===== config.mk =====
export PLATFORM = sky130hd
export DESIGN_NAME = parallel_serial
export DESIGN_NICKNAME = d
export VERILOG_FILES = /design/src/rtl/parallel_serial.sv
export SDC_FILE = /design/constraint.sdc
export NUM_CORES = 1
export LEC_CHECK = 0
export CORE_MARGIN = 3
export CORE_UTILIZATION = 50
export CTS_BUF_LIST = sky130_fd_sc_hd__clkbuf_2 sky130_fd_sc_hd__clkbuf_4 sky130_fd_sc_hd__clkbuf_8
export DETAILED_ROUTE_END_ITERATION = 7
export MAX_ROUTING_LAYER = met4
export PLACE_DENSITY = 0.86
export SLEW_MARGIN = 10
export SYNTH_ARGS = -nofsm -noshare
export SYNTH_HDL_FRONTEND = slang
export SYNTH_SLANG_ARGS = --single-unit

===== constraint.sdc =====
create_clock -name CLK -period 1.9 [get_ports CLK]
set_clock_uncertainty 0.15 [all_clocks]
set_input_delay 0.38 -clock CLK [delete_from_list [all_inputs] [get_ports CLK]]
set_output_delay 0.38 -clock CLK [all_outputs]
set_load 0.02 [all_outputs]

===== src/rtl/parallel_serial.sv =====
// Transmit-side serializer: sends a comma burst after reset, then 10-bit symbols MSB-first,
// filling every idle slot with K28.5 commas of alternating disparity.
module parallel_serial #(
  parameter int               WIDTH      = 10,
  parameter logic [WIDTH-1:0] COMMA_NEG  = 10'b0011111010,
  parameter logic [WIDTH-1:0] COMMA_POS  = 10'b1100000101,
  parameter int               SYNC_COUNT = 4
) (
  input  logic             CLK,
  input  logic             RESET,
  input  logic [WIDTH-1:0] DATA_IN,
  input  logic             VALID_IN,
  output logic             READY_OUT,
  output logic             DATA_OUT,
  output logic             SYMBOL_START,
  output logic             ACTIVE
);

  localparam int CW = $clog2(WIDTH);
  localparam int SW = $clog2(SYNC_COUNT + 1);
  localparam logic [CW-1:0] LAST_BIT  = CW'(WIDTH - 1);
  localparam logic [SW-1:0] LAST_SYNC = SW'(SYNC_COUNT - 1);

  typedef enum logic {SYNC, LINK} state_t;

  state_t           state_q;
  logic [WIDTH-1:0] shift_q;
  logic [CW-1:0]    cnt_q;
  logic [SW-1:0]    sync_q;
  logic             rd_q;
  logic             active_q;
  logic             sos_q;
  logic             load;

  // Handshake: a symbol transfers on the rising edge where VALID_IN && READY_OUT.
  // READY_OUT depends only on registers, so the upstream may hold VALID_IN freely.
  assign load         = (cnt_q == LAST_BIT);
  assign READY_OUT    = (state_q == LINK) && load;
  assign DATA_OUT     = shift_q[WIDTH-1];
  assign SYMBOL_START = sos_q;
  assign ACTIVE       = active_q;

  always_ff @(posedge CLK or negedge RESET) begin
    if (!RESET) begin
      state_q  <= SYNC;
      shift_q  <= '0;
      cnt_q    <= LAST_BIT;
      sync_q   <= '0;
      rd_q     <= 1'b0;
      active_q <= 1'b0;
      sos_q    <= 1'b0;
    end else if (load) begin
      cnt_q <= '0;
      sos_q <= 1'b1;
      if (state_q == LINK && VALID_IN) begin
        shift_q  <= DATA_IN;
        active_q <= 1'b1;
      end else begin
        // Only commas flip disparity; data disparity belongs to the upstream encoder.
        shift_q  <= rd_q ? COMMA_POS : COMMA_NEG;
        active_q <= 1'b0;
        rd_q     <= ~rd_q;
        if (state_q == SYNC) begin
          sync_q <= sync_q + SW'(1);
          if (sync_q == LAST_SYNC) state_q <= LINK;
        end
      end
    end else begin
      shift_q <= shift_q << 1;
      cnt_q   <= cnt_q + CW'(1);
      sos_q   <= 1'b0;
    end
  end

endmodule

==> impl_results.md, run 1 <==
- Horizontal extent of the die: approximately 49 um
- Global routing usage on met2: between 30 and 40%
- Max_slew headroom: around 83%
- Met3 Track Usage GR: ~4.6%
- Clk Latency, worst-skew pair: 0.31 ns
- Switching Power: between 0.00015 and 0.0002 W
- Proportion of total power due to net switching: between 20% and 30%
- Number of cells on the worst reg-to-reg path: 5
- Post-synthesis cell type count: 24
- Startpoint type of the worst setup path: flop
- Most congested layer reported by global routing: met2
- Initial antenna violation count: 0
- Clk sinks: 21
- Lkg Pwr: 0.576 nW
- Post-route ant nets: 0
- Worst-case hold slack: ~0.25 ns
- Type of the tightest min-delay check: input pin to async pin
- Met1 Use GR: 20.8%
- RSZ-0062 raised after global routing: true
- Residual overflow from global routing: 0
- Hold buffer count at cts: 0
- Commonest non-fill, non-tap cells in the layout: dfrtp_1 (19), clkdlybuf4s50_1 (15), nand2_1 (14), buf_4 (13), a31oi_1 (10)
- Instance count of the mapped netlist: around 80
- Post-Route Setup TNS: 0 ns
- Synth warnings: 0
- Crit path capture: READY_OUT
- Ant diodes: 0
- Flop and latch count out of synthesis: 21
- Number of top-level pins: 17
- Combinational share of power: 8.0%
- Largest cells by area after synthesis: dfrtp_1 (52%), a31oi_1 (6.8%), dfstp_2 (5.7%)
- Post-synth net total: 97
- Wire length of the first global-routing pass: approximately 3.2 mm
- Worst-path cell with the longest stage delay: dfstp_2
- Port buffer count: 16
- Post-layout net count: 127
- Sequential cell area fraction in the yosys report: between 50 and 60%
- Critical path launch point: cnt_q[3]
- Vias: roughly 690
- Portion of the clock cycle consumed by the worst path in the final layout: slightly below 100%
- Aggregate global-route resource usage: between 10% and 20%
- Post-synthesis instance area: just over 900 um^2
- Largest net degree at the start of global routing: 23
- Area enclosed by the die boundary: 2390 um^2
- Worst-Margin Slew: between 0.2 and 0.3 ns
- Final Critical Period: approximately 1.9 ns
- Area delta synth->final: 32.3%
- P per Cell Area: between 600 and 700 nW/um^2
- H-tree depth reported by CTS: 1
- Number of remaining DRC errors: 0
- TritonCTS clock tree: done
- WP data arrival: approximately 1.3 ns
- Cell area reported after detailed placement: 1170 um^2
- Class of the most critical setup path: flop to primary output
- Number of buffers inserted during clock tree synthesis: 3
- Clock slew at reported path FFs: about 0.12 ns
- Number of maximum-capacitance constraint violations: 0
- Clock Root Buffer: clkbuf_4
- Finish-stage setup viols: 0
- Max Clock Freq: between 500 and 600 MHz
- Launch point of the worst reg-to-reg path: cnt_q[3]
- Layout Cell Area excl Fill: ~1200 um^2
- Clock tree buffer depth: 2
- Core Util, Final: between 70% and 80%
- Vertical die dimension: 48.9 um
- WL/cell: about 13 um
- Total half-perimeter wirelength after legalization and detailed placement: 1.31 mm
- Max-slew violation total from the final report: 0
- Initial Util: a little under three fifths
- Wirelength, routed: 1.80 mm
- Global placement routability congestion: roughly 0.69
- Initial DRC count: 14
- Share of final-layout standard cells stronger than drive strength 1: about a quarter
- Commonest non-fill, non-tap cell in the layout: dfrtp_1
- Maximum VDD drop: 0.450 mV
- Data required, critical path: 1.37 ns
- Placeable core region: 1610 um^2
- Mean instance size in the synthesized netlist: roughly 11 um^2
- Longest individual stage delay on the worst path: ~0.58 ns
- Standard-cell rows: 14
- First-pass DRT Iterations: 4
- Internal power of the cells: slightly below 0.0006 W
- CP Max Fanout: 2
- Part of the power in registers: just over 60%
- Result of the run: complete, no violations
- Library cell occupying the most area in the post-synthesis netlist: dfrtp_1
- Chain of cells forming the critical path: nand4bb_4, inv_2, and2_4, buf_6
- Flop2flop setup slack: approximately 0.13 ns
- RR Endpoint: sync_q[1]
- Worst Setup End Kind: primary output
- Clock network fraction of design power: just over 30%
- Yosys top cell area share: approximately half
- Count of endpoints failing hold in the final timing report: 0
- Via count of the first global-routing pass: between 600 and 700
- Ratio of routed vias to standard cells: around 5
[area by class of cell]
type / count / area (um^2)
tap: 24 / 30.0
inverter: 4 / 15.0
multi-input combinational: 53 / 353
sequential: 21 / 528
clock buffer: 4 / 30.0
fill: 108 / 397
timing repair buffer: 29 / 259
[power groups by stage]
| stage | Combinational, W | Sequential (W) | Clock (W) |
|---|---|---|---|
| CTS | 0.0000597 | 0.000449 | 0.000232 |
| floorplan | 0.0000176 | 0.000457 | 0 |
| global route | 0.0000657 | 0.000449 | 0.000259 |
| detailed placement | 0.0000594 | 0.000457 | 0 |
| finish | 0.0000587 | 0.000449 | 0.000229 |
| global placement | 0.0000581 | 0.000457 | 0 |
[metrics by stage]
stage | std cells | power [W] | setup WS (ns)
4_1_cts | 134 | 0.000741 | 0.0122
5_1_grt | 135 | 0.000774 | -0.0464
3_3_place_gp | 130 | 0.000515 | -0.0648
3_5_place_dp | 130 | 0.000517 | -0.102
6_report | 135 | 0.000736 | 0.0290
2_1_floorplan | 82 | 0.000475 | 0.296
[cells in the mapped netlist (all sizes together)]
cell type  number
o21ai          11
xnor2           2
dfstp           2
nor2            2
inv             4
a31oi          10
clkbuf          1
a22o            1
ha              2
a21o            1
nand4bb         1
a21oi           2
nand2          14
mux2i           2
mux2            2
xor2            1
and2            1
dfrtp          19
a21boi          1
buf             3
[flip-flops by register name (all words and copies together) (netlist names)]
register and cells:
cnt_q 4, sync_q 3, state_q 1, ACTIVE 1, shift_q 10, SYMBOL_START 1
rd_q 1
[what timing repair did]
action / 4_1_cts / 5_1_grt
resized for setup: 7 / 1
setup buffers: 0 / 1
pin swaps: 0 / 1
endpoints found under the setup margin: 1 / 1
[worst max-delay path, delay by kind of cell (launching register included)]
kind	cells	cell delay, ns
buffers and inverters	2	0.18
and+or+nand+nor	2	0.27
DFF	1	0.58
[logic make-up after synthesis]
logic type | share of synthesized area (%)
xor+xnor | 2.86
fa+ha+maj | 2.72
buf+inv | 4.36
flops | 57.5
mux | 5.04
simple gates | 11.0
compound gates | 16.5
[how the worst min path moves through the flow]
stage	from	endpoint	slack [ns]	cells after the start
after global placement	shift_q[8]	shift_q[9]	0.28	2
final	RESET	shift_q[7]	0.25	2
after floorplan	RESET	ACTIVE	-0.07	0
after global routing	RESET	shift_q[7]	0.26	2
after CTS	RESET	shift_q[7]	0.26	2
after detailed placement	shift_q[0]	shift_q[1]	0.30	2
[metal layers]
| layer | vias up | wire length, um |
|---|---|---|
| met4 | 0 | 29 |
| met2 | 17 | 923 |
| met5 | - | 0 |
| met3 | 5 | 101 |
| met1 | 322 | 743 |
| li1 | 345 | - |
No activity file was read; power rests on OpenSTA's default activity.
==> run 2: changes to the inputs <==
--- a/config.mk
+++ b/config.mk
@@ -9,8 +9,10 @@
 export CORE_UTILIZATION = 50
 export CTS_BUF_LIST = sky130_fd_sc_hd__clkbuf_2 sky130_fd_sc_hd__clkbuf_4 sky130_fd_sc_hd__clkbuf_8
 export DETAILED_ROUTE_END_ITERATION = 7
+export HOLD_SLACK_MARGIN = 0.02
 export MAX_ROUTING_LAYER = met4
 export PLACE_DENSITY = 0.86
+export SKIP_CTS_REPAIR_TIMING = 1
 export SLEW_MARGIN = 10
 export SYNTH_ARGS = -nofsm -noshare
 export SYNTH_HDL_FRONTEND = slang
==> constraint.sdc (replaced) <==
create_clock -name CLK -period 1.9 [get_ports CLK]
set_clock_uncertainty 0.15 [all_clocks]
set_input_delay 0.57 -clock CLK [delete_from_list [all_inputs] [get_ports CLK]]
set_output_delay 0.57 -clock CLK [all_outputs]
set_load 0.02 [all_outputs]
==> run 2 against run 1 <==
Compared with the run above: the run now ends with negative setup slack left; sequential power about the same; clock-buffer cell count unchanged; clock power decreased by 2%.
==> impl_results.md, run 2 (synthesis results as in run 1) <==
- Worst Setup End Kind: primary output (unchanged)
- Initial DRC count: 4 (was 14)
- Count of endpoints failing hold in the final timing report: 0 (unchanged)
- Port buffer count: 16 (unchanged)
- Global placement routability congestion: 0.738 (was 0.689)
- Residual overflow from global routing: 0 (unchanged)
- Worst-Margin Slew: 0.458 ns (was 0.260 ns)
- Aggregate global-route resource usage: 18.3% (was 18.0%)
- RSZ-0062 raised after global routing: true (unchanged)
- Class of the most critical setup path: flop to primary output (unchanged)
- Portion of the clock cycle consumed by the worst path in the final layout: 108% (was 98.5%)
- Largest net degree at the start of global routing: 23 (unchanged)
- Failing checks: negative setup slack
- Number of top-level pins: 17 (unchanged)
- Result of the run: finished with violations (was complete, no violations)
- Commonest non-fill, non-tap cell in the layout: dfrtp_1 (unchanged)
- Maximum VDD drop: 0.620 mV (was 0.450 mV)
- Data required, critical path: 1.18 ns (was 1.37 ns)
- Lkg Pwr: 0.606 nW (was 0.576 nW)
- TritonCTS clock tree: done (unchanged)
- Startpoint type of the worst setup path: flop (unchanged)
- Wire length of the first global-routing pass: 3.20 mm (was 3.19 mm)
- Max-slew violation total from the final report: 0 (unchanged)
- Type of the tightest min-delay check: flop to flop (was input pin to async pin)
- Via count of the first global-routing pass: 715 (was 685)
- Vias: 669 (was 689)
- Horizontal extent of the die: 48.9 um (unchanged)
- Initial antenna violation count: 0 (unchanged)
- Clock slew at reported path FFs: 0.11 ns (was 0.12 ns)
- Proportion of total power due to net switching: 21.1% (was 21.3%)
- H-tree depth reported by CTS: 1 (unchanged)
- Max Clock Freq: 489 MHz (was 534 MHz)
- Area enclosed by the die boundary: 2390 um^2 (unchanged)
- P per Cell Area: 604 nW/um^2 (was 606 nW/um^2)
- Post-layout net count: 126 (was 127)
- Placeable core region: 1610 um^2 (unchanged)
- Clk sinks: 21 (unchanged)
- Biggest register: shift_q (unchanged)
- Number of buffers inserted during clock tree synthesis: 3 (unchanged)
- Total half-perimeter wirelength after legalization and detailed placement: 1.38 mm (was 1.31 mm)
- Final critical-path setup slack: -0.145 ns (was 0.0290 ns)
- Clock tree buffer depth: 2 (unchanged)
- Max_slew headroom: 69.5% (was 82.7%)
- Initial Util: 57.0% (unchanged)
- Clock network fraction of design power: 30.7% (was 31.1%)
- Largest registers ranked by flip-flop count: shift_q (10), cnt_q (4), sync_q (3) (unchanged)
- Number of remaining DRC errors: 0 (unchanged)
- Part of the power in registers: 61.2% (was 61.0%)
- Count of placed standard cells in the final layout, fillers left out: 134 (was 135)
- Ratio of routed vias to standard cells: 4.99 (was 5.10)
- Vertical die dimension: 48.9 um (unchanged)
- Commonest non-fill, non-tap cells in the layout: dfrtp_1 (19), nand2_1 (14), clkdlybuf4s50_1 (12), buf_4 (12), a31oi_1 (10) (was dfrtp_1 (19), clkdlybuf4s50_1 (15), nand2_1 (14), buf_4 (13), a31oi_1 (10))
- WP data arrival: 1.32 ns (was 1.34 ns)
- Standard-cell rows: 14 (unchanged)
- Finish-stage setup viols: 1 (was 0)
- Internal power of the cells: 0.000579 W (about the same)
- Combinational share of power: 8.1% (was 8.0%)
- WL/cell: 14.2 um (was 13.3 um)
- Number of maximum-capacitance constraint violations: 0 (unchanged)
- Placed Cells: 129 (was 130)
- Final Critical Period: 2.04 ns (was 1.87 ns)
- Post-route ant nets: 0 (unchanged)
- Wirelength, routed: 1.90 mm (was 1.80 mm)
- Flip-flop count of the largest register after layout: 10 (unchanged)
- Share of final-layout standard cells stronger than drive strength 1: 22.7% (was 23.4%)
- Clk Latency, worst-skew pair: 0.30 ns (was 0.31 ns)
- CP Max Fanout: 2 (unchanged)
- Area delta synth->final: 32.3% (unchanged)
- Worst-case hold slack: 0.313 ns (was 0.248 ns)
- First-pass DRT Iterations: 4 (unchanged)
- Switching Power: 0.000155 W (was 0.000157 W)
- Core Util, Final: 75.4% (unchanged)
- Ant diodes: 0 (unchanged)
- Clock Root Buffer: clkbuf_4 (unchanged)
-- run 2: cell types whose count changed in the layout (fill, tap and decap cells not counted) --
cell	delta
dlymetal6s2s_1	+3
clkdlybuf4s50_1	-3
buf_4	-1
-- run 2: worst paths after layout --
kind	from	end	slack [ns]	cells after the start
setup / recovery	cnt_q[3]	READY_OUT	-0.14	4
setup reg to reg	cnt_q[3]	sync_q[1]	0.25	4
hold / removal	shift_q[3]	shift_q[4]	0.31	2
hold reg to reg	shift_q[3]	shift_q[4]	0.31	2
max in group asynchronous	RESET	cnt_q[0]	0.88	2
min in group asynchronous	RESET	shift_q[6]	0.45	2
-- run 2: power by group through the flow --
| stage | sequential [W] | clock (W) | combinational [W] |
|---|---|---|---|
| global route | 0.000449 | 0.000249 | 0.0000663 |
| CTS | 0.000449 | 0.000228 | 0.0000606 |
| global placement | 0.000457 | 0 | 0.0000578 |
| finish | 0.000449 | 0.000225 | 0.0000595 |
| floorplan | 0.000457 | 0 | 0.0000176 |
| detailed placement | 0.000457 | 0 | 0.0000600 |
-- run 2: critical path, stage by stage (launching register included) --
cell	delay (ns)
dfstp_2	0.59
nand4bb_4	0.12
inv_2	0.07
and2_4	0.13
buf_6	0.11
-- run 2: cell type report --
| cell class | instances | area (um^2) |
|---|---|---|
| clock buffers | 4 | 30.0 |
| fillers | 116 | 397 |
| inverters | 4 | 15.0 |
| multi-input cells | 53 | 353 |
| flip-flops and latches | 21 | 528 |
| well taps | 24 | 30.0 |
| repair buffers | 28 | 259 |
-- run 2: through the flow --
| stage | power (W) | worst slack (ns) | setup TNS, ns | cell area, um^2 |
|---|---|---|---|---|
| floorplan | 0.000475 | 0.106 | 0 | 918 |
| CTS | 0.000738 | -0.642 | -0.879 | 1200 |
| global route | 0.000764 | -0.193 | -0.193 | 1210 |
| detailed placement | 0.000517 | -0.281 | -0.449 | 1170 |
| finish | 0.000734 | -0.145 | -0.145 | 1210 |
| global placement | 0.000515 | -0.256 | -0.314 | 1170 |
-- run 2: metal layers --
metal	up-vias	wire (um)	track usage, %
met5	-	0	-
met3	4	90	4.89
met2	12	1020	32.1
met1	313	767	19.0
li1	340	-	-
met4	0	22	8.53
